==> config.mk <==
export PLATFORM = sky130hd
export DESIGN_NAME = keypad_bcd_capture_flat
export DESIGN_NICKNAME = d
export VERILOG_FILES = /design/src/rtl/keypad_bcd_capture_pkg.sv /design/src/rtl/keypad_bcd_capture_if.sv /design/src/rtl/keypad_bcd_capture_key_debounce.sv /design/src/rtl/keypad_bcd_capture.sv /design/src/flat_wrapper.sv
export SDC_FILE = /design/constraint.sdc
export NUM_CORES = 1
export LEC_CHECK = 0
export ABC_AREA = 1
export CELL_PAD_IN_SITES_DETAIL_PLACEMENT = 2
export CELL_PAD_IN_SITES_GLOBAL_PLACEMENT = 2
export CORE_AREA = 2 2 103 105
export DETAILED_ROUTE_END_ITERATION = 6
export DIE_AREA = 0 0 105 107
export HOLD_SLACK_MARGIN = 0.15
export PLACE_DENSITY = 0.9
export SYNTH_ARGS = -nofsm -noshare
export SYNTH_HDL_FRONTEND = slang
export SYNTH_SLANG_ARGS = --single-unit
==> constraint.sdc <==
create_clock -name clk -period 16.7 [get_ports clk]
set_clock_uncertainty 0.1 [all_clocks]
set_input_delay 1.67 -clock clk [delete_from_list [all_inputs] [get_ports clk]]
set_output_delay 1.67 -clock clk [all_outputs]
set_load 0.005 [all_outputs]
==> src/rtl/keypad_bcd_capture_pkg.sv <==
// Shared keypad definitions: debounce FSM states, the function-key base index
// and the one-hot to index decoder also used by the lock controller.
package keypad_pkg;

  typedef enum logic [1:0] {
    IDLE    = 2'd0,
    PRESS   = 2'd1,
    HELD    = 2'd2,
    RELEASE = 2'd3
  } key_state_e;

  localparam logic [3:0] KEY_FUNC_BASE = 4'd10;
  localparam int         MAX_KEYS      = 16;

  // Returns {exactly_one_bit_set, index_of_highest_set_bit}.
  function automatic logic [4:0] onehot_to_idx(input logic [MAX_KEYS-1:0] pattern);
    logic [3:0] idx;
    logic [4:0] ones;
    idx  = '0;
    ones = '0;
    for (int i = 0; i < MAX_KEYS; i++) begin
      if (pattern[i]) begin
        idx  = 4'(i);
        ones = ones + 5'd1;
      end
    end
    return {(ones == 5'd1), idx};
  endfunction

endpackage

==> src/rtl/keypad_bcd_capture_if.sv <==
// Keypad capture bus: raw key lines and clear in, decoded events and entry buffer out.
// With KEYPAD_BCD_ECHO_EN defined the bus also carries echo_onehot.
interface keypad_bcd_capture_if #(
  parameter int NUM_KEYS = 10,
  parameter int DIGITS   = 4
);
  localparam int CNT_W = $clog2(DIGITS + 1);

  logic [NUM_KEYS-1:0] key_in;
  logic                clr;
  logic                digit_valid;
  logic [3:0]          digit_bcd;
  logic                func_valid;
  logic [3:0]          func_code;
  logic                multi_err;
  logic [4*DIGITS-1:0] buf_bcd;
  logic [CNT_W-1:0]    count;
  logic                full;
`ifdef KEYPAD_BCD_ECHO_EN
  logic [NUM_KEYS-1:0] echo_onehot;
`endif

  // Keypad pins / controller side
  modport master (
    output key_in,
    output clr,
    input  digit_valid,
    input  digit_bcd,
    input  func_valid,
    input  func_code,
    input  multi_err,
    input  buf_bcd,
    input  count,
    input  full
`ifdef KEYPAD_BCD_ECHO_EN
    , input echo_onehot
`endif
  );

  // Capture block side
  modport slave (
    input  key_in,
    input  clr,
    output digit_valid,
    output digit_bcd,
    output func_valid,
    output func_code,
    output multi_err,
    output buf_bcd,
    output count,
    output full
`ifdef KEYPAD_BCD_ECHO_EN
    , output echo_onehot
`endif
  );

endinterface

==> src/rtl/keypad_bcd_capture_key_debounce.sv <==
// Synchroniser, debounce counter and press/release FSM for the raw key lines.
// Emits a single-cycle press_evt together with the stable pattern on acceptance.
module key_debounce
  import keypad_pkg::*;
#(
  parameter int NUM_KEYS   = 10,
  parameter int DEB_CYCLES = 16
) (
  input  logic                clk,
  input  logic                rst,
  input  logic [NUM_KEYS-1:0] key_in,
  output logic                press_evt,
  output logic [NUM_KEYS-1:0] press_pat
);

  localparam int               CNT_W   = $clog2(DEB_CYCLES);
  localparam logic [CNT_W-1:0] CNT_MAX = CNT_W'(DEB_CYCLES - 1);

  logic [NUM_KEYS-1:0] sync1_q, sync1_d;
  logic [NUM_KEYS-1:0] sync2_q, sync2_d;
  logic [NUM_KEYS-1:0] ks_prev_q, ks_prev_d;
  logic [CNT_W-1:0]    cnt_q, cnt_d;
  key_state_e          state_q, state_d;

  logic [NUM_KEYS-1:0] ks;
  logic                ks_changed;
  logic                ks_zero;
  logic                stable;

  for (genvar gi = 0; gi < NUM_KEYS; gi++) begin : g_sync
    assign sync1_d[gi] = key_in[gi];
    assign sync2_d[gi] = sync1_q[gi];
  end

  assign ks         = sync2_q;
  assign ks_prev_d  = ks;
  assign ks_changed = (ks != ks_prev_q);
  assign ks_zero    = (ks == '0);
  // The current cycle must also match, so a change on the saturating cycle is not taken.
  assign stable     = (cnt_q == CNT_MAX) && !ks_changed;
  assign press_pat  = ks;

  always_comb begin
    cnt_d = cnt_q;
    if (ks_changed) begin
      cnt_d = '0;
    end else if (cnt_q != CNT_MAX) begin
      cnt_d = cnt_q + CNT_W'(1);
    end
  end

  always_comb begin
    state_d   = state_q;
    press_evt = 1'b0;
    case (state_q)
      IDLE: begin
        if (!ks_zero) state_d = PRESS;
      end
      PRESS: begin
        if (ks_zero) begin
          state_d = IDLE;
        end else if (stable) begin
          state_d   = HELD;
          press_evt = 1'b1;
        end
      end
      HELD: begin
        if (ks_zero) state_d = RELEASE;
      end
      RELEASE: begin
        if (!ks_zero) begin
          state_d = HELD;
        end else if (stable) begin
          state_d = IDLE;
        end
      end
      default: state_d = IDLE;
    endcase
  end

  always_ff @(posedge clk) begin
    if (rst) begin
      sync1_q   <= '0;
      sync2_q   <= '0;
      ks_prev_q <= '0;
      cnt_q     <= '0;
      state_q   <= IDLE;
    end else begin
      sync1_q   <= sync1_d;
      sync2_q   <= sync2_d;
      ks_prev_q <= ks_prev_d;
      cnt_q     <= cnt_d;
      state_q   <= state_d;
    end
  end

endmodule

==> src/rtl/keypad_bcd_capture.sv <==
// Keypad front end: debounced key events decoded to BCD digits, function codes or
// multi-key errors, with a shift-in BCD entry buffer. Optional echo: KEYPAD_BCD_ECHO_EN.
module keypad_bcd_capture
  import keypad_pkg::*;
#(
  parameter int NUM_KEYS   = 10,
  parameter int DIGITS     = 4,
  parameter int DEB_CYCLES = 16
) (
  input  logic                 clk,
  input  logic                 rst,
  keypad_bcd_capture_if.slave  bus
);

  localparam int CNT_W = $clog2(DIGITS + 1);
  localparam int BUF_W = 4 * DIGITS;

  logic                press_evt;
  logic [NUM_KEYS-1:0] press_pat;
  logic [4:0]          decoded;
  logic                single;
  logic [3:0]          idx;
  logic                is_digit;
  logic                full_w;

  logic             digit_valid_q, digit_valid_d;
  logic [3:0]       digit_bcd_q, digit_bcd_d;
  logic             func_valid_q, func_valid_d;
  logic [3:0]       func_code_q, func_code_d;
  logic             multi_err_q, multi_err_d;
  logic [BUF_W-1:0] buf_bcd_q, buf_bcd_d;
  logic [CNT_W-1:0] count_q, count_d;

  key_debounce #(
    .NUM_KEYS   (NUM_KEYS),
    .DEB_CYCLES (DEB_CYCLES)
  ) u_debounce (
    .clk       (clk),
    .rst       (rst),
    .key_in    (bus.key_in),
    .press_evt (press_evt),
    .press_pat (press_pat)
  );

  assign decoded  = onehot_to_idx(MAX_KEYS'(press_pat));
  assign single   = decoded[4];
  assign idx      = decoded[3:0];
  assign is_digit = (idx < KEY_FUNC_BASE);
  assign full_w   = (count_q == CNT_W'(DIGITS));

  always_comb begin
    digit_valid_d = 1'b0;
    func_valid_d  = 1'b0;
    multi_err_d   = 1'b0;
    digit_bcd_d   = digit_bcd_q;
    func_code_d   = func_code_q;
    buf_bcd_d     = buf_bcd_q;
    count_d       = count_q;

    if (press_evt) begin
      if (!single) begin
        multi_err_d = 1'b1;
      end else if (is_digit) begin
        // digit_bcd tracks the key even when a full buffer or clr drops the digit
        digit_bcd_d = idx;
        if (!bus.clr && !full_w) begin
          digit_valid_d  = 1'b1;
          buf_bcd_d      = buf_bcd_q << 4;
          buf_bcd_d[3:0] = idx;
          count_d        = count_q + CNT_W'(1);
        end
      end else begin
        func_valid_d = 1'b1;
        func_code_d  = idx;
      end
    end

    if (bus.clr) begin
      buf_bcd_d = '0;
      count_d   = '0;
    end
  end

  always_ff @(posedge clk) begin
    if (rst) begin
      digit_valid_q <= 1'b0;
      digit_bcd_q   <= '0;
      func_valid_q  <= 1'b0;
      func_code_q   <= '0;
      multi_err_q   <= 1'b0;
      buf_bcd_q     <= '0;
      count_q       <= '0;
    end else begin
      digit_valid_q <= digit_valid_d;
      digit_bcd_q   <= digit_bcd_d;
      func_valid_q  <= func_valid_d;
      func_code_q   <= func_code_d;
      multi_err_q   <= multi_err_d;
      buf_bcd_q     <= buf_bcd_d;
      count_q       <= count_d;
    end
  end

  assign bus.digit_valid = digit_valid_q;
  assign bus.digit_bcd   = digit_bcd_q;
  assign bus.func_valid  = func_valid_q;
  assign bus.func_code   = func_code_q;
  assign bus.multi_err   = multi_err_q;
  assign bus.buf_bcd     = buf_bcd_q;
  assign bus.count       = count_q;
  assign bus.full        = full_w;

`ifdef KEYPAD_BCD_ECHO_EN
  logic [NUM_KEYS-1:0] echo_q, echo_d;
  logic [NUM_KEYS-1:0] idx_onehot;

  for (genvar gi = 0; gi < NUM_KEYS; gi++) begin : g_echo
    assign idx_onehot[gi] = (idx == 4'(gi));
  end

  // Only keys that actually produced a digit or function pulse are echoed
  always_comb begin
    echo_d = echo_q;
    if (digit_valid_d || func_valid_d) begin
      echo_d = idx_onehot;
    end
  end

  always_ff @(posedge clk) begin
    if (rst) begin
      echo_q <= '0;
    end else begin
      echo_q <= echo_d;
    end
  end

  assign bus.echo_onehot = echo_q;
`endif

endmodule

==> src/flat_wrapper.sv <==
// flat-port wrapper written by rule: the top's interface ports become plain ports
module keypad_bcd_capture_flat import keypad_pkg::*;
#(
  parameter int NUM_KEYS   = 10,
  parameter int DIGITS     = 4,
  parameter int DEB_CYCLES = 16
)
  (clk, rst, bus_key_in, bus_clr, bus_digit_valid, bus_digit_bcd, bus_func_valid, bus_func_code, bus_multi_err, bus_buf_bcd, bus_count, bus_full);
  keypad_bcd_capture_if #(.NUM_KEYS(NUM_KEYS), .DIGITS(DIGITS)) bus_i ();
  input  logic clk;
  input  logic rst;
  input wire logic [$bits(bus_i.key_in)-1:0] bus_key_in;
  input wire logic [$bits(bus_i.clr)-1:0] bus_clr;
  output wire logic [$bits(bus_i.digit_valid)-1:0] bus_digit_valid;
  output wire logic [$bits(bus_i.digit_bcd)-1:0] bus_digit_bcd;
  output wire logic [$bits(bus_i.func_valid)-1:0] bus_func_valid;
  output wire logic [$bits(bus_i.func_code)-1:0] bus_func_code;
  output wire logic [$bits(bus_i.multi_err)-1:0] bus_multi_err;
  output wire logic [$bits(bus_i.buf_bcd)-1:0] bus_buf_bcd;
  output wire logic [$bits(bus_i.count)-1:0] bus_count;
  output wire logic [$bits(bus_i.full)-1:0] bus_full;
  assign bus_i.key_in = bus_key_in;
  assign bus_i.clr = bus_clr;
  assign bus_digit_valid = bus_i.digit_valid;
  assign bus_digit_bcd = bus_i.digit_bcd;
  assign bus_func_valid = bus_i.func_valid;
  assign bus_func_code = bus_i.func_code;
  assign bus_multi_err = bus_i.multi_err;
  assign bus_buf_bcd = bus_i.buf_bcd;
  assign bus_count = bus_i.count;
  assign bus_full = bus_i.full;
  keypad_bcd_capture #(.NUM_KEYS(NUM_KEYS), .DIGITS(DIGITS), .DEB_CYCLES(DEB_CYCLES)) u_core (.clk(clk), .rst(rst), .bus(bus_i));
endmodule
**Word-level counts from Yosys, hierarchy flattened**

Index checks and enable logic that the tools add are counted.

- Bits in registers: 66
- Input bits: 13
- Output and inout bits: 31
- Logic and storage cells: 87

- $add $sub $neg: 11
- Order comparisons: 1
- Equality and inequality tests: 12
- Multiplexer cells: 32
- Bitwise operators: 3
- Reduce and logical (&&, ||, !) cells: 16

Operators with widths:

| kind | number |
|---|---|
| 5-bit 2-to-1 mux | 9 |
| 5-bit by 1-bit adder with 5-bit output (second input constant) | 8 |
| 2-bit 2-to-1 mux | 8 |
| 3-bit 2-to-1 mux | 4 |
| 10-bit zero test | 1 |
| 10-bit inequality test | 1 |
| 1-bit 2-to-1 mux | 8 |
| 4-bit 2-to-1 mux | 2 |
| 2-bit case mux with 4 select lines | 1 |
| 4-bit AND reduction | 2 |
| 3-bit inequality test (second input constant) | 2 |
| 3-bit AND reduction | 2 |
| 2-bit OR reduction | 3 |
| 5-bit by 1-bit equality test with 1-bit output (second input constant) | 1 |
| 4-bit by 1-bit adder with 4-bit output (second input constant) | 1 |
| 2-bit equality test (second input constant) | 2 |
| 4-bit equality test (second input constant) | 1 |
| 4-bit < comparator (second input constant) | 1 |
| 2-bit inequality test (second input constant) | 2 |
| 4-bit inequality test (second input constant) | 1 |
| 4-bit OR reduction | 1 |
| 3-bit by 1-bit adder with 3-bit output (second input constant) | 1 |
| 3-bit equality test (second input constant) | 1 |
| 1-bit zero test | 3 |
| other kinds (6) | 9 |

**Longest topological paths before layout**

Gate-level depths: netlist of run 1.

- Depth in word-level cells: 22
- Mapped depth: 39
- Mapped depth without buffers: 38

**Hierarchy**

A second synthesis of run 1 with hierarchy kept.

- Cells, all modules: 496
- Area total of the unflattened synthesis: 3458.3 sq um

By module, submodules not included:

| module | instances | cells each | area each (sq um) | seq. area each (sq um) |
|---|---|---|---|---|
| keypad_bcd_capture | 1 | 315 | 2062.0 | 600.6 |
| key_debounce | 1 | 181 | 1396.3 | 720.7 |

**Least setup slack after synthesis of run 1**

Ideal clock, no wire load.

- Kind: register to register
- Start: register u_core.u_debounce.sync2_q[0], in the netlist u_core.u_debounce.press_pat[0]
- End: register u_core.count_q[0], in the netlist u_core.bus.count[0]
- Arrival time: 5.564 ns
- Required time: 16.457 ns
- Slack: 10.893 ns
- Cell stages (with the launch flop): 37
- Buffers on the path: 1
- Clock period less this slack: 5.807 ns
- Cell sequence: dfxtp_1 > inv_1 > ha_1 > inv_1 > nand2_2 > nand2_1 > inv_1 > ha_1 > nand2_1 > nand2_1 > ha_1 > or2_1 > nand2_1 > inv_1 > ha_1 > nand2_1 > nand2_1 > ha_1 > nand2_1 > nand2_1 > ha_1 > or2_2 > o21ai_1 > inv_1 > ha_1 > or2_2 > nand2_1 > inv_1 > ha_1 > or2_2 > nand2_1 > nand2_1 > nor2_4 > nand4_2 > buf_2 > nand2_1 > a21oi_2

- Cells in the longest elaborated chain, start to end: 21

RTL lines:

| element | line | RTL |
|---|---|---|
| start: declaration | keypad_bcd_capture_key_debounce.sv:20 | `logic [NUM_KEYS-1:0] sync2_q, sync2_d;` |
| start signal: assignment | keypad_bcd_capture_key_debounce.sv:90 | `sync2_q <= sync2_d;` |
| 1-bit 2-to-1 mux | keypad_bcd_capture_pkg.sv:22 | `if (pattern[i]) begin` |
| 1-bit by 1-bit adder with 2-bit output | keypad_bcd_capture_pkg.sv:24 | `ones = ones + 5'd1;` |
| 5-bit 2-to-1 mux | keypad_bcd_capture_pkg.sv:22 |  |
| 5-bit by 1-bit adder with 5-bit output | keypad_bcd_capture_pkg.sv:24 |  |
| 5-bit 2-to-1 mux | keypad_bcd_capture_pkg.sv:22 |  |
| 5-bit by 1-bit adder with 5-bit output | keypad_bcd_capture_pkg.sv:24 |  |
| 5-bit 2-to-1 mux | keypad_bcd_capture_pkg.sv:22 |  |
| 5-bit by 1-bit adder with 5-bit output | keypad_bcd_capture_pkg.sv:24 |  |
| [5 not listed] | -- |  |
| 5-bit by 1-bit adder with 5-bit output | keypad_bcd_capture_pkg.sv:24 |  |
| 5-bit 2-to-1 mux | keypad_bcd_capture_pkg.sv:22 |  |
| 5-bit by 1-bit adder with 5-bit output | keypad_bcd_capture_pkg.sv:24 |  |
| 5-bit 2-to-1 mux | keypad_bcd_capture_pkg.sv:22 |  |
| 5-bit by 1-bit adder with 5-bit output | keypad_bcd_capture_pkg.sv:24 |  |
| 5-bit 2-to-1 mux | keypad_bcd_capture_pkg.sv:22 |  |
| 5-bit by 1-bit equality test with 1-bit output | keypad_bcd_capture_pkg.sv:27 | `return {(ones == 5'd1), idx};` |
| 4-bit AND reduction (no line) * | -- |  |
| end signal: assignment | keypad_bcd_capture.sv:100 | `count_q <= count_d;` |
| end: declaration | keypad_bcd_capture.sv:32 | `logic [CNT_W-1:0] count_q, count_d;` |

Every way passes the cells marked *; elsewhere a longest branch is shown, timed or not.
A chain may end at the register's enable or synchronous reset.

**Final worst setup path of run 1**

- Start: register u_core.u_debounce.sync2_q[0], in the netlist u_core.u_debounce.press_pat[0]
- End: register u_core.buf_bcd_q[7], in the netlist u_core.bus.buf_bcd[7]

- Cells in the longest elaborated chain, start to end: 21

RTL lines:

| element | line | RTL |
|---|---|---|
| 1-bit 2-to-1 mux | keypad_bcd_capture_pkg.sv:22 |  |
| 1-bit by 1-bit adder with 2-bit output | keypad_bcd_capture_pkg.sv:24 |  |
| 5-bit 2-to-1 mux | keypad_bcd_capture_pkg.sv:22 |  |
| 5-bit by 1-bit adder with 5-bit output | keypad_bcd_capture_pkg.sv:24 |  |
| 5-bit 2-to-1 mux | keypad_bcd_capture_pkg.sv:22 |  |
| 5-bit by 1-bit adder with 5-bit output | keypad_bcd_capture_pkg.sv:24 |  |
| 5-bit 2-to-1 mux | keypad_bcd_capture_pkg.sv:22 |  |
| 5-bit by 1-bit adder with 5-bit output | keypad_bcd_capture_pkg.sv:24 |  |
| [5 not listed] | -- |  |
| 5-bit by 1-bit adder with 5-bit output | keypad_bcd_capture_pkg.sv:24 |  |
| 5-bit 2-to-1 mux | keypad_bcd_capture_pkg.sv:22 |  |
| 5-bit by 1-bit adder with 5-bit output | keypad_bcd_capture_pkg.sv:24 |  |
| 5-bit 2-to-1 mux | keypad_bcd_capture_pkg.sv:22 |  |
| 5-bit by 1-bit adder with 5-bit output | keypad_bcd_capture_pkg.sv:24 |  |
| 5-bit 2-to-1 mux | keypad_bcd_capture_pkg.sv:22 |  |
| 5-bit by 1-bit equality test with 1-bit output | keypad_bcd_capture_pkg.sv:27 |  |
| 4-bit AND reduction (no line) * | -- |  |
| end signal: assignment | keypad_bcd_capture.sv:99 | `buf_bcd_q <= buf_bcd_d;` |
| end: declaration | keypad_bcd_capture.sv:31 | `logic [BUF_W-1:0] buf_bcd_q, buf_bcd_d;` |

Marks and branches as above.

==> impl_summary.log, run 1 <==
[metrics] Combinational Power Share: 13.4%
[metrics] cell type with the highest occurrence count on the critical path: nand2_1
[metrics] total of flip-flops plus latches after synthesis: between 60 and 70
[metrics] antenna violation net count after detailed routing: 0
[metrics] GRT overflow: 0
[metrics] maximum clock frequency: 0.150 GHz
[metrics] violation count after the first detailed-routing iteration: 90
[metrics] DIE HEIGHT: 107 um
[metrics] library cell with the highest instance count after synthesis: nand2_1
[metrics] pin count of the biggest net entering global routing: 44
[metrics] EDFF count, synth: 0
[metrics] capture point of the critical path: u_core.bus.buf_bcd[7]$_SDFFE_PP0P_
[metrics] setup repair after global routing missed its margin: false
[metrics] relative max-transition margin: 52.9%
[metrics] reg-to-reg setup timing slack: roughly 10 ns
[metrics] count of cell instances traversed by the critical path: 35
[metrics] gp weighted congestion: approximately 0.75
[metrics] number of gates resized after cts: 0
[metrics] clock share of power: 36.5%
[metrics] Post-synth top cells: nand2_1, inv_1, dfxtp_1
[metrics] net switching power figure: 94.1 uW
[metrics] cell taking the most area after synthesis: dfxtp_1
[metrics] number of diodes: 0
[metrics] syn_nets: between 400 and 500
[metrics] Final #Nets: 535
[metrics] area added between synthesis and finish: 21.3%
[metrics] clock tree from TritonCTS: yes
[metrics] DIE WIDTH: 105 um
[metrics] CTS clk-pin slew, worst paths: 0.07 ns
[metrics] async set-reset flop share out of synthesis: 0%
[metrics] top-area cell type share of the netlist area: 39.2%
[metrics] post-synthesis sequential area ratio: a little under 40%
[metrics] share of layout cells above drive strength 1: 17.1%
[metrics] Std-Cell Core Area: approximately 10000 um2
[metrics] period utilisation layout: approximately two fifths
[metrics] average footprint of a synthesized cell: 7.29 um2
[metrics] final critical-path required period: 6.67 ns
[metrics] input/output buffers: 43
[metrics] post-detailed-route wirelength per cell: 17.4 um
[metrics] delay of the slowest critical-path stage: 0.47 ns
[metrics] reported max-cap violation count: 0
[metrics] number of max-slew violations in the final report: 0
[metrics] setup fix buffers added after clock tree synthesis: 0
[metrics] mapped cell area: 3370 um2
[metrics] endpoint of the worst-slack reg-to-reg timing path: u_core.bus.buf_bcd[7]$_SDFFE_PP0P_
[metrics] switching power as a share of total power: 28.8%
[metrics] commonest register cell after synthesis: dfxtp_1
[metrics] capturing element type of the critical path: flop
[metrics] vias per cell: 4.76
[metrics] Fin. Hold Viols: 0
[metrics] worst hold path class: reg2reg
[metrics] status: finished, final reports clean
[metrics] Setup CP Type: reg2reg
[metrics] sequential power share: 50.2%
[metrics] effective utilization at floorplan: 33.4%
[metrics] vias in the first global route: 3512
[metrics] total power divided by cell area: 79.9 nW/um2
[metrics] cts bufs inserted: 9
[metrics] largest buffer count on any clock path: 2
[metrics] nature of the critical path startpoint: flop
[metrics] H-tree Lvls: 3
[metrics] CP Data Arrival Time: ~6.8 ns
[metrics] All-Layer GR Usage: between 20% and 30%
[metrics] die area: 11200 um2
[metrics] largest cells by area after synthesis: dfxtp_1, nand2_1, inv_1
[metrics] Detailed Routing Iterations Pass 1: 4
[metrics] worst vdd ir: about 0.069 mV
[metrics] required time of the critical path: 16.82 ns
[metrics] vias post-DR: 3097
[metrics] critical path fanouts, max: 19
[metrics] final core utilization: 40.6%
[metrics] detailed placement HPWL: 7750 um
[metrics] Worst Tran Pin Value: between 0.6 and 0.7 ns
[metrics] Critical Path Slowest Stage Cell: nand4_2
[metrics] TNS Setup: 0 ns
[metrics] worst reg-to-reg path cell count: 35
[metrics] Internal: 233 uW
[metrics] Std-Cell Rows: 37
[metrics] Post-CTS Hold Buffers: 0
[metrics] cell family with the largest share of critical-path delay: simple AND/OR/NAND/NOR gates
[metrics] critical path launch point: u_core.u_debounce.press_pat[0]$_SDFF_PP0_
[metrics] number of instances in the synthesized netlist: approximately 460
[metrics] leakage power: 0.00185 uW
[metrics] number of antenna violations at the first check in global routing: 0
[metrics] wire length reported by the detailed router: around 11000 um
[metrics] final setup violation count: 0
[metrics] Synthesis Warnings: 0
[metrics] number of buffer and inverter instances along the worst setup path: 6
[metrics] wire length of the first global-routing pass: 18800 um
[metrics] number of clock sinks: 66
[metrics] RR Startpoint: u_core.u_debounce.press_pat[0]$_SDFF_PP0_
[metrics] clock network latency to the later pin of the worst-skew pair: 0.36 ns
[metrics] boundary pin count: 44
[metrics] count of distinct cell types in the synthesized netlist: 35
[metrics] CTS Root Cell: clkbuf_8
[metrics] DRC violations left: 0
cells by family (layout without fill, tap and decap cells):
| logic type | count (synthesis) | in the layout | share of synthesized area [%] |
|---|---|---|---|
| compound gates | 37 | 37 | 6.75 |
| xor+xnor | 8 | 8 | 2.08 |
| fa+ha+maj | 13 | 13 | 4.82 |
| buf+inv | 89 | 140 | 10.5 |
| flops | 66 | 66 | 39.2 |
| other cells | 1 | 1 | 0.111 |
| simple gates | 249 | 249 | 36.6 |
cell type report:
class                   count  area, um2
inverters                  80        300
multi-input cells         308       1700
well taps                 136        170
clock inverters             3       15.0
fillers                  1212       6000
clock buffers              13        149
repair buffers             44        438
flip-flops and latches     66       1320
routing by layer:
| layer | share of wire (%) | wire length (um) | up-vias | track usage, % |
|---|---|---|---|---|
| met3 | 2.2 | 249 | 19 | 3.28 |
| met5 | 0 | 0 | - | 0 |
| met1 | 41 | 4680 | 1530 | 24.7 |
| li1 | - | - | 1511 | - |
| met4 | 2.1 | 234 | 0 | 7.90 |
| met2 | 54 | 6120 | 37 | 40.4 |
worst min-delay path by stage:
stage / from / to / slack (ns) / depth (start not counted)
CTS: u_core.u_debounce.sync1_q[5]$_SDFF_PP0_ / u_core.u_debounce.press_pat[5]$_SDFF_PP0_ / 0.32 / 2
global route: u_core.u_debounce.sync1_q[5]$_SDFF_PP0_ / u_core.u_debounce.press_pat[5]$_SDFF_PP0_ / 0.34 / 2
global placement: u_core.u_debounce.sync1_q[3]$_SDFF_PP0_ / u_core.u_debounce.press_pat[3]$_SDFF_PP0_ / 0.29 / 2
detailed placement: u_core.u_debounce.sync1_q[1]$_SDFF_PP0_ / u_core.u_debounce.press_pat[1]$_SDFF_PP0_ / 0.31 / 2
floorplan: u_core.u_debounce.sync1_q[0]$_SDFF_PP0_ / u_core.u_debounce.press_pat[0]$_SDFF_PP0_ / 0.29 / 2
finish: u_core.u_debounce.sync1_q[5]$_SDFF_PP0_ / u_core.u_debounce.press_pat[5]$_SDFF_PP0_ / 0.32 / 2
placed cells by master (no fill, tap or decap), drive strengths merged, types with 6 or more instances in the layout:
cell type	n
dfxtp	66
nand3	36
clkdlybuf4s50	43
clkbuf	13
or2	11
nand2	132
a21oi	30
nor4	6
ha	13
inv	79
nor2	57
power by group through the flow:
stage / registers, uW / clock network (uW) / logic (uW)
after CTS: 164 / 122 / 44.4
after detailed placement: 167 / 0 / 42.6
final: 164 / 119 / 43.7
after global placement: 167 / 0 / 38.3
after floorplan: 166 / 0 / 29.9
after global routing: 164 / 129 / 49.5
tightest hold or removal path, cell delays in order, from the launching register on:
cell and delay [ns]:
dfxtp_1 0.30, inv_1 0.05, nor2_1 0.03
sequential cells by signal, summed over array words and instances, names as in the netlist, named ones only:
name / count
u_core.u_debounce.press_pat: 10
u_core.bus.multi_err: 1
u_core.u_debounce.cnt_q: 4
u_core.bus.count: 3
u_core.u_debounce.state_q: 1
u_core.bus.func_code: 4
u_core.u_debounce.sync1_q: 10
u_core.bus.buf_bcd: 16
u_core.bus.digit_bcd: 4
u_core.bus.func_valid: 1
u_core.u_debounce.ks_prev_q: 10
u_core.bus.digit_valid: 1
metrics by stage:
step                instances  instance area (um2)  total power, uW  hold WS, ns  worst slack [ns]
floorplan                 463                 3370              196        0.288             10.89
global placement          634                 3930              205        0.291             10.54
detailed placement        634                 3930              210        0.307             10.08
CTS                       650                 4090              330        0.320              9.96
global route              650                 4090              343        0.336              9.48
finish                    650                 4090              327        0.319             10.03
Power figures use the tool's default switching activity.
==> inputs of run 2 (changes only) <==
CORE_AREA = 2 2 113 115   (was 2 2 103 105)
DIE_AREA = 0 0 115 117   (was 0 0 105 107)
PLACE_DENSITY = 0.8   (was 0.9)
clock period = 5.9 ns   (was 16.7 ns; I/O delays follow)
==> impl_summary.log, run 2 (synthesis results as in run 1) <==
[metrics] status: finished, final reports clean (unchanged)
[metrics] critical path fanouts, max: 6 (was 19)
[metrics] number of placed instances, taps included: 660 (was 634)
[metrics] Worst Hold Slack: 0.317 ns (was 0.319 ns)
[metrics] GRT overflow: 0 (unchanged)
[metrics] final setup violation count: 0 (unchanged)
[metrics] switching power as a share of total power: 26.7% (was 28.8%)
[metrics] post-detailed-route wirelength per cell: 19.9 um (was 17.4 um)
[metrics] number of max-slew violations in the final report: 0 (unchanged)
[metrics] Setup CP Type: reg2reg (unchanged)
[metrics] Combinational Power Share: 15.1% (was 13.4%)
[metrics] Std-Cell Rows: 41 (was 37)
[metrics] Final #Nets: 579 (was 535)
[metrics] total power divided by cell area: 262 nW/um2 (was 79.9 nW/um2)
[metrics] wire length reported by the detailed router: 14100 um (was 11300 um)
[metrics] leakage power: 0.00220 uW (was 0.00185 uW)
[metrics] commonest cells after routing, fill and taps aside: nand2_1, dfxtp_1, inv_1, nor2_1 (was nand2_1, inv_1, dfxtp_1, nor2_1, clkdlybuf4s50_1)
[metrics] Detailed Routing Iterations Pass 1: 4 (unchanged)
[metrics] number of diodes: 0 (unchanged)
[metrics] DIE HEIGHT: 117 um (was 107 um)
[metrics] number of clock sinks: 66 (unchanged)
[metrics] delay of the slowest critical-path stage: 0.36 ns (was 0.47 ns)
[metrics] Finished Layout Cells: 708 (was 650)
[metrics] period utilisation layout: 100% (was 39.9%)
[metrics] DRC violations left: 0 (unchanged)
[metrics] cell type with the highest occurrence count on the critical path: nand2_2 (was nand2_1)
[metrics] violation count after the first detailed-routing iteration: 141 (was 90)
[metrics] Fin. Hold Viols: 0 (unchanged)
[metrics] pin count of the biggest net entering global routing: 43 (was 44)
[metrics] DIE WIDTH: 115 um (was 105 um)
[metrics] capturing element type of the critical path: flop (unchanged)
[metrics] input/output buffers: 43 (unchanged)
[metrics] final critical-path required period: 5.90 ns (was 6.67 ns)
[metrics] reported max-cap violation count: 0 (unchanged)
[metrics] number of antenna violations at the first check in global routing: 0 (unchanged)
[metrics] sequential power share: 36.4% (was 50.2%)
[metrics] H-tree Lvls: 3 (unchanged)
[metrics] die area: 13500 um2 (was 11200 um2)
[metrics] worst hold path class: reg2reg (unchanged)
[metrics] clock tree from TritonCTS: yes (unchanged)
[metrics] CP Data Arrival Time: 6.05 ns (was 6.80 ns)
[metrics] most common cell after layout, fill and taps aside: nand2_1 (unchanged)
[metrics] gp weighted congestion: 0.788 (was 0.750)
[metrics] worst vdd ir: 0.309 mV (was 0.0692 mV)
[metrics] boundary pin count: 44 (unchanged)
[metrics] TNS Setup: 0 ns (unchanged)
[metrics] CTS clk-pin slew, worst paths: 0.06 ns (was 0.07 ns)
[metrics] wire length of the first global-routing pass: 20700 um (was 18800 um)
[metrics] share of layout cells above drive strength 1: 32.8% (was 17.1%)
[metrics] relative max-transition margin: 50.4% (was 52.9%)
[metrics] area added between synthesis and finish: 45.0% (was 21.3%)
[metrics] # fillers: 1406 (was 1212)
[metrics] effective utilization at floorplan: 27.4% (was 33.4%)
[metrics] net switching power figure: 342 uW (was 94.1 uW)
[metrics] cts bufs inserted: 9 (unchanged)
[metrics] Worst Tran Pin Value: 0.740 ns (was 0.700 ns)
[metrics] Post-CTS Hold Buffers: 0 (unchanged)
[metrics] vias in the first global route: 3806 (was 3512)
[metrics] Std-Cell Core Area: 12300 um2 (was 10100 um2)
[metrics] detailed placement HPWL: 7290 um (was 7750 um)
[metrics] flip-flop count of the largest register after layout: 16 (unchanged)
[metrics] vias per cell: 4.77 (was 4.76)
[metrics] Internal: 938 uW (was 233 uW)
[metrics] final total power: 1280 uW (was 327 uW)
[metrics] Critical Path Slowest Stage Cell: dfxtp_2 (was nand4_2)
[metrics] setup slack of the critical path after layout: 0.000800 ns (was 10.03 ns)
[metrics] placement-stage worst setup slack: -0.263 ns (was 10.08 ns)
[metrics] maximum clock frequency: 0.170 GHz (was 0.150 GHz)
[metrics] clock share of power: 48.5% (was 36.5%)
[metrics] CTS Root Cell: clkbuf_16 (was clkbuf_8)
[metrics] clock network latency to the later pin of the worst-skew pair: 0.34 ns (was 0.36 ns)
[metrics] largest buffer count on any clock path: 2 (unchanged)
[metrics] antenna violation net count after detailed routing: 0 (unchanged)
[metrics] All-Layer GR Usage: 20.3% (was 21.6%)
[metrics] required time of the critical path: 6.05 ns (was 16.82 ns)
[metrics] nature of the critical path startpoint: flop (unchanged)
[metrics] vias post-DR: 3375 (was 3097)
## run 2: worst max-delay path: cells and delay by family, from the launching register on
family,cells,cell delay (ns)
adders and majority gates,7,1.86
buffers and inverters,11,1.03
DFF,1,0.36
and+or+nand+nor,19,2.22
AOI/OAI and AO/OA,2,0.22
## run 2: power by group through the flow
| stage | clock (uW) | combinational [uW] | sequential [uW] |
|---|---|---|---|
| after global placement | 0 | 116 | 472 |
| final | 621 | 193 | 466 |
| after floorplan | 0 | 84.5 | 470 |
| after global routing | 644 | 208 | 466 |
| after CTS | 621 | 156 | 464 |
| after detailed placement | 0 | 126 | 473 |
## run 2: area by class of cell
class                           count  area [um2]  area share [%]
Multi-Input combinational cell    308        1900            38.8
Sequential cell                    66        1320            27.1
Timing Repair Buffer               88         841            17.2
Inverter                           80         303            6.19
Clock buffer                       12         267            5.45
Tap cell                          150         188            3.84
Clock inverter                      4        72.6            1.48
## run 2: final timing paths
check | start | end | slack (ns) | cells after the start
setup / recovery | u_core.u_debounce.press_pat[0]$_SDFF_PP0_ | u_core.bus.buf_bcd[11]$_SDFFE_PP0P_ | 0.0008 | 39
hold reg to reg | u_core.u_debounce.sync1_q[1]$_SDFF_PP0_ | u_core.u_debounce.press_pat[1]$_SDFF_PP0_ | 0.32 | 2
setup reg to reg | u_core.u_debounce.press_pat[0]$_SDFF_PP0_ | u_core.bus.buf_bcd[11]$_SDFFE_PP0P_ | 0.0008 | 39
hold / removal | u_core.u_debounce.sync1_q[1]$_SDFF_PP0_ | u_core.u_debounce.press_pat[1]$_SDFF_PP0_ | 0.32 | 2
## run 2: through the flow
| step | cell area [um2] | utilization [%] |
|---|---|---|
| floorplan | 3370 | - |
| global placement | 4060 | 33.0 |
| detailed placement | 4060 | 33.0 |
| CTS | 4700 | 38.2 |
| global route | 4890 | 39.7 |
| finish | 4890 | 39.7 |
## run 2: timing repair
item / CTS / global route
buffers inserted: 29 / 5
gates cloned: 1 / 0
gates resized for setup: 17 / 49
setup endpoints to repair: 25 / 25
hold endpoints to repair: 0 / 0
pin swaps: 8 / 29
## run 2: layer usage
layer / GRT usage [%] / share of wire, % / up-vias
li1: - / - / 1599
met1: 21.9 / 40 / 1682
met2: 39.2 / 54 / 56
met3: 2.99 / 2.0 / 38
met4: 9.00 / 4.0 / 0
met5: 0 / 0 / -
==> inputs of run 3 (changes only) <==
ABC_CLOCK_PERIOD_IN_PS = 5900   (was default)
==> results of run 3 <==
Same layout as run 2: the final DEF is identical, and so are final timing and power.
